[src/rtl/shift_sequencer_if.sv]
// Handshake and shifter-side signals for shift_sequencer.
// The slave modport is the sequencer; the master modport is the surrounding pipeline plus shifter.
interface shift_sequencer_if #(
    parameter int LEN           = 8,
    parameter int MAX_SHIFT_MAG = 2,
    parameter int AMT_W         = 4
);
    logic                     in_valid;
    logic                     in_ready;
    logic [0:LEN-1]           in_data;
    logic                     in_dir;
    logic [AMT_W-1:0]         in_amt;
    logic                     out_valid;
    logic                     out_ready;
    logic [0:LEN-1]           out_data;
    logic [0:LEN-1]           sh_data;
    logic [0:2*MAX_SHIFT_MAG] sh_mag;
    logic [0:LEN-1]           sh_result;
    logic                     busy;

    modport slave (
        input  in_valid, in_data, in_dir, in_amt, out_ready, sh_result,
        output in_ready, out_valid, out_data, sh_data, sh_mag, busy
    );

    modport master (
        output in_valid, in_data, in_dir, in_amt, out_ready, sh_result,
        input  in_ready, out_valid, out_data, sh_data, sh_mag, busy
    );
endinterface

[src/rtl/shift_sequencer.sv]
// Multi-pass controller for an external +/-MAX_SHIFT_MAG shifter: splits a shift amount into
// passes, registers each pass result and returns the final word over a valid/ready handshake.
module shift_sequencer #(
    parameter int LEN           = 8,
    parameter int MAX_SHIFT_MAG = 2,
    parameter int AMT_W         = 4
) (
    input  logic              clk,
    input  logic              rst,
    shift_sequencer_if.slave  bus
);
    typedef enum logic [1:0] {S_IDLE, S_SHIFT, S_DONE} state_t;

    localparam logic [AMT_W-1:0] L_MAX = AMT_W'(MAX_SHIFT_MAG);
    localparam logic [AMT_W-1:0] L_LEN = AMT_W'(LEN);

    state_t                   r_state;
    state_t                   w_next_state;
    logic [0:LEN-1]           r_data;
    logic [AMT_W-1:0]         r_rem;
    logic                     r_dir;
    logic [AMT_W-1:0]         w_step;
    logic [AMT_W-1:0]         w_rem_next;
    logic [0:2*MAX_SHIFT_MAG] w_mag;
    logic                     w_bypass;

    assign w_step     = (r_rem < L_MAX) ? r_rem : L_MAX;
    assign w_rem_next = r_rem - w_step;
    // Zero amount or full-width shifts resolve without using the shifter.
    assign w_bypass   = (bus.in_amt == '0) || (bus.in_amt >= L_LEN);

    always_ff @(posedge clk) begin
        if (rst) r_state <= S_IDLE;
        else     r_state <= w_next_state;
    end

    always_comb begin
        w_next_state  = r_state;
        bus.in_ready  = 1'b0;
        bus.out_valid = 1'b0;
        bus.busy      = 1'b1;
        w_mag         = '0;
        case (r_state)
            S_IDLE: begin
                bus.in_ready = 1'b1;
                bus.busy     = 1'b0;
                w_mag[MAX_SHIFT_MAG] = 1'b1;
                if (bus.in_valid) w_next_state = w_bypass ? S_DONE : S_SHIFT;
            end
            S_SHIFT: begin
                // rem is never zero here, so exactly one select bit is raised.
                for (int i = 1; i <= MAX_SHIFT_MAG; i++) begin
                    if (w_step == AMT_W'(i)) begin
                        if (r_dir) w_mag[MAX_SHIFT_MAG + i] = 1'b1;
                        else       w_mag[MAX_SHIFT_MAG - i] = 1'b1;
                    end
                end
                if (w_rem_next == '0) w_next_state = S_DONE;
            end
            S_DONE: begin
                bus.out_valid = 1'b1;
                w_mag[MAX_SHIFT_MAG] = 1'b1;
                if (bus.out_ready) w_next_state = S_IDLE;
            end
            default: begin
                w_next_state = S_IDLE;
                w_mag[MAX_SHIFT_MAG] = 1'b1;
            end
        endcase
    end

    always_ff @(posedge clk) begin
        if (rst) begin
            r_data <= '0;
            r_rem  <= '0;
            r_dir  <= 1'b0;
        end else begin
            case (r_state)
                S_IDLE: begin
                    if (bus.in_valid) begin
                        r_dir  <= bus.in_dir;
                        r_data <= (bus.in_amt >= L_LEN) ? '0 : bus.in_data;
                        if (!w_bypass) r_rem <= bus.in_amt;
                    end
                end
                S_SHIFT: begin
                    r_data <= bus.sh_result;
                    r_rem  <= w_rem_next;
                end
                default: ;
            endcase
        end
    end

    assign bus.out_data = r_data;
    assign bus.sh_data  = r_data;
    assign bus.sh_mag   = w_mag;
endmodule

[src/flat_wrapper.sv]
// flat-port wrapper written by rule: the top's interface ports become plain ports
module shift_sequencer_flat 
#(
    parameter int LEN           = 8,
    parameter int MAX_SHIFT_MAG = 2,
    parameter int AMT_W         = 4
)
  (clk, rst, bus_in_valid, bus_in_data, bus_in_dir, bus_in_amt, bus_out_ready, bus_sh_result, bus_in_ready, bus_out_valid, bus_out_data, bus_sh_data, bus_sh_mag, bus_busy);
  shift_sequencer_if #(.LEN(LEN), .MAX_SHIFT_MAG(MAX_SHIFT_MAG), .AMT_W(AMT_W)) bus_i ();
  input  logic clk;
  input  logic rst;
  input wire logic [$bits(bus_i.in_valid)-1:0] bus_in_valid;
  input wire logic [$bits(bus_i.in_data)-1:0] bus_in_data;
  input wire logic [$bits(bus_i.in_dir)-1:0] bus_in_dir;
  input wire logic [$bits(bus_i.in_amt)-1:0] bus_in_amt;
  input wire logic [$bits(bus_i.out_ready)-1:0] bus_out_ready;
  input wire logic [$bits(bus_i.sh_result)-1:0] bus_sh_result;
  output wire logic [$bits(bus_i.in_ready)-1:0] bus_in_ready;
  output wire logic [$bits(bus_i.out_valid)-1:0] bus_out_valid;
  output wire logic [$bits(bus_i.out_data)-1:0] bus_out_data;
  output wire logic [$bits(bus_i.sh_data)-1:0] bus_sh_data;
  output wire logic [$bits(bus_i.sh_mag)-1:0] bus_sh_mag;
  output wire logic [$bits(bus_i.busy)-1:0] bus_busy;
  assign bus_i.in_valid = bus_in_valid;
  assign bus_i.in_data = bus_in_data;
  assign bus_i.in_dir = bus_in_dir;
  assign bus_i.in_amt = bus_in_amt;
  assign bus_i.out_ready = bus_out_ready;
  assign bus_i.sh_result = bus_sh_result;
  assign bus_in_ready = bus_i.in_ready;
  assign bus_out_valid = bus_i.out_valid;
  assign bus_out_data = bus_i.out_data;
  assign bus_sh_data = bus_i.sh_data;
  assign bus_sh_mag = bus_i.sh_mag;
  assign bus_busy = bus_i.busy;
  shift_sequencer #(.LEN(LEN), .MAX_SHIFT_MAG(MAX_SHIFT_MAG), .AMT_W(AMT_W)) u_core (.clk(clk), .rst(rst), .bus(bus_i));
endmodule
[config.mk]
export PLATFORM = sky130hd
export DESIGN_NAME = shift_sequencer_flat
export DESIGN_NICKNAME = d
export VERILOG_FILES = /design/src/rtl/shift_sequencer_if.sv /design/src/rtl/shift_sequencer.sv /design/src/flat_wrapper.sv
export SDC_FILE = /design/constraint.sdc
export NUM_CORES = 1
export LEC_CHECK = 0
export ABC_AREA = 0
export CORE_MARGIN = 2
export CORE_UTILIZATION = 33
export DETAILED_ROUTE_END_ITERATION = 10
export HOLD_SLACK_MARGIN = 0.15
export PLACE_DENSITY = 0.7
export SETUP_SLACK_MARGIN = 0.05
export SKIP_LAST_GASP = 1
export SLEW_MARGIN = 30
export SYNTH_ARGS = -nofsm -noshare
export SYNTH_HDL_FRONTEND = slang
export SYNTH_SLANG_ARGS = --single-unit
[constraint.sdc]
create_clock -name clk -period 2.4 [get_ports clk]
set_clock_uncertainty 0.15 [all_clocks]
set_input_delay 0.48 -clock clk [delete_from_list [all_inputs] [get_ports clk]]
set_output_delay 0.48 -clock clk [all_outputs]
set_load 0.1 [all_outputs]
==> results.py <==
metrics = {
    "status": {
        "status": "finished, final reports clean",
    },
    "final_layout": {
        "syn2layout_area_growth_pct": 64.6,
        "final_cell_mix": "clkdlybuf4s50_1, buf_4, dfxtp_1, o21ai_0",
        "layout_commonest_cell": "clkdlybuf4s50_1",
        "num-nets-final": 189,
        "stdcell_count": 193,
        "antenna_cells": 0,
        "utilization_pct": 56.3,
        "drive_gt1_share_pct": 25.9,
    },
    "min_path": {
        "min_path_type": "flip-flop to flip-flop",
    },
    "clocking": {
        "cts_resized": 0,
        "cts.path.max_buffers": 2,
        "root_buffer": "clkbuf_4",
        "cts_tree": "done",
        "h-tree-depth": 1,
        "cts_buffers": 3,
        "path_clk_slew_ps": 90,
        "cts_hold_buf": 0,
        "clock_latency_ps": 280,
        "clock_sinks": 15,
    },
    "power": {
        "leakagePower_nw": 0.612,
        "vdd_drop_max_uv": 618,
        "p_per_area_nw_per_um2": 678,
    },
    "route": {
        "antenna_left": 0,
        "drt-total-wl_um": 2530,
        "drt_iter0_markers": 35,
        "drc": 0,
        "wl_per_cell_um": 13.1,
        "viasPerCell": 5.31,
        "dr.pass1.iters": 4,
        "dr_total_vias": 1025,
    },
    "yosys": {
        "synth_nets": 143,
        "synth_top_area_share_pct": 32.1,
        "ys_ff_latch": 15,
        "synth-edff-count": 0,
        "synth_area_um2": 936,
        "yosys.cell_types.count": 38,
        "syn_avg_cell_area_um2": 8.00,
        "async_reset_ff_share_pct": 0,
        "syn_inst": 117,
        "yosysTopAreaCell": "dfxtp_1",
        "ys_seq_area_share_pct": 32.1,
        "synthFlopType": "dfxtp_1",
        "synth.yosys.warnings": 0,
        "ys_top_cells_by_area": "dfxtp_1, o31ai_1, buf_4",
    },
    "floorplanning": {
        "start_util_pct": 34.2,
        "num_rows": 19,
        "die_area_um2": 3280,
        "ioPinCount": 49,
        "dieHeight_um": 57.3,
        "die_w_um": 57.3,
        "core_um2": 2730,
    },
    "setup_path": {
        "cp_cell_sequence": "clkinv_1, nor2_2, buf_12",
        "cpPeakStageDelay_ps": 510,
        "cp.required_ps": 1770,
        "critical_path_arrival_ps": 1550,
        "cp_top_family": "buffers and inverters",
        "startpoint_type": "flip-flop",
        "r2r-start": "u_core.r_rem[2]",
        "critPathLaunch": "u_core.r_state[1]",
        "critPathBufInv": 2,
        "worst_setup_path_end_kind": "output port",
        "critPathKind": "flip-flop to output port",
        "r2r-end": "u_core.r_state[0]",
        "path_max_fanout": 9,
        "slowest_stage": "dfxtp_1",
        "ff2ff_path_depth": 5,
        "rrSetupSlack_ps": 370,
        "crit_cells": 3,
        "crit_end": "bus_out_valid",
    },
    "place": {
        "io_buffers": 48,
        "place_inst": 188,
        "gp_congestion": 0.822,
        "hpwl_um": 2020,
    },
    "global_route": {
        "grt_pass1_wl_um": 4280,
        "grt_usage_pct": 16.6,
        "grtUsageMet1_pct": 19.7,
        "use_met2_pct": 29.9,
        "antenna_found_initial": 0,
        "grt_use_met3_pct": 2.72,
        "gr-max-usage-layer": "met2",
        "gr-total-overflow": 0,
        "grt_max_degree": 24,
        "grt_pass1_vias": 969,
    },
    "sta": {
        "drv_slew": 0,
        "rsz0062_at_grt": "no",
        "hold_violations": 0,
        "hold_ws_ps": 415,
        "min_period_over_period_pct": 91.0,
        "finalCriticalPeriod_ps": 2180,
        "max_freq_mhz": 458,
        "setup_viol": 0,
    },
    "flow_run": {
        "maxCapViolCount": 0,
    },
}
[metal layers]
metal	up-vias	part of all wire, %
met2	52	48
met4	0	0.63
met5	-	0
met3	2	8.8
li1	506	-
met1	465	43
[cell families after synthesis]
| kind of cell | share of synthesized area, % |
|---|---|
| and+or+nand+nor | 25.9 |
| AOI/OAI and AO/OA | 28.1 |
| buffers and inverters | 11.1 |
| other | 0.401 |
| DFF | 32.1 |
| adders and majority gates | 2.41 |
[registers in the layout, summed over array words and instances (netlist names)]
signal	count
u_core.r_state	2
u_core.r_dir	1
u_core.bus.out_data	8
u_core.r_rem	4
[worst min-delay path by stage]
stage	from	to	slack, ps	cells after the start
CTS	u_core.bus.out_data[0]	u_core.bus.out_data[0]	420	2
global placement	u_core.bus.out_data[0]	u_core.bus.out_data[0]	410	2
finish	u_core.bus.out_data[0]	u_core.bus.out_data[0]	420	2
detailed placement	u_core.bus.out_data[6]	u_core.bus.out_data[6]	410	2
global route	u_core.r_rem[3]	u_core.r_rem[3]	470	2
floorplan	u_core.r_rem[3]	u_core.r_rem[3]	360	2
[tightest hold or removal path: stages, from the launching register on]
cell     delay, ps
dfxtp_1        330
o21ai_0        150
a21oi_1         40
[final cells by class]
cell class	instances	area, um2
timing repair buffer	54	566
clock buffer	4	26.3
sequential	15	300
tap	31	38.8
multi-input combinational	83	587
inverter	6	22.5
fill	247	1190
[synthesized netlist by cell type (2+ instances only)]
| cell type | count |
|---|---|
| dfxtp_1 | 15 |
| o21ai_0 | 10 |
| a21oi_1 | 9 |
| nand2b_1 | 9 |
| nor2b_1 | 9 |
| o31ai_1 | 9 |
| buf_4 | 8 |
| nor2_1 | 5 |
| inv_1 | 4 |
| clkbuf_1 | 3 |
| nor3_1 | 3 |
| buf_2 | 2 |
| clkinv_1 | 2 |
| nand2_1 | 2 |
| nand3_1 | 2 |
| nor3b_1 | 2 |
| or3_1 | 2 |
[power by group]
group	internal, mW	leakage (nW)	switching [mW]
Clock	0.0644	0.0150	0.0799
Combinational	0.178	0.474	0.420
Sequential	0.275	0.124	0.0275
[metrics by stage]
step	setup slack (ps)	area (um2)	TNS (ps)	power [mW]
floorplan	-13.6	991	-13.6	0.754
global placement	312	1510	0	0.898
detailed placement	235	1510	0	0.903
CTS	53.5	1530	0	1.05
global route	103	1540	0	1.09
finish	217	1540	0	1.04
[timing repair]
action	CTS	global route
setup buffers	0	1
endpoints found under the hold margin	0	0
endpoints found under the setup margin	0	2
Note: power is estimated with default switching activity, not from simulation.
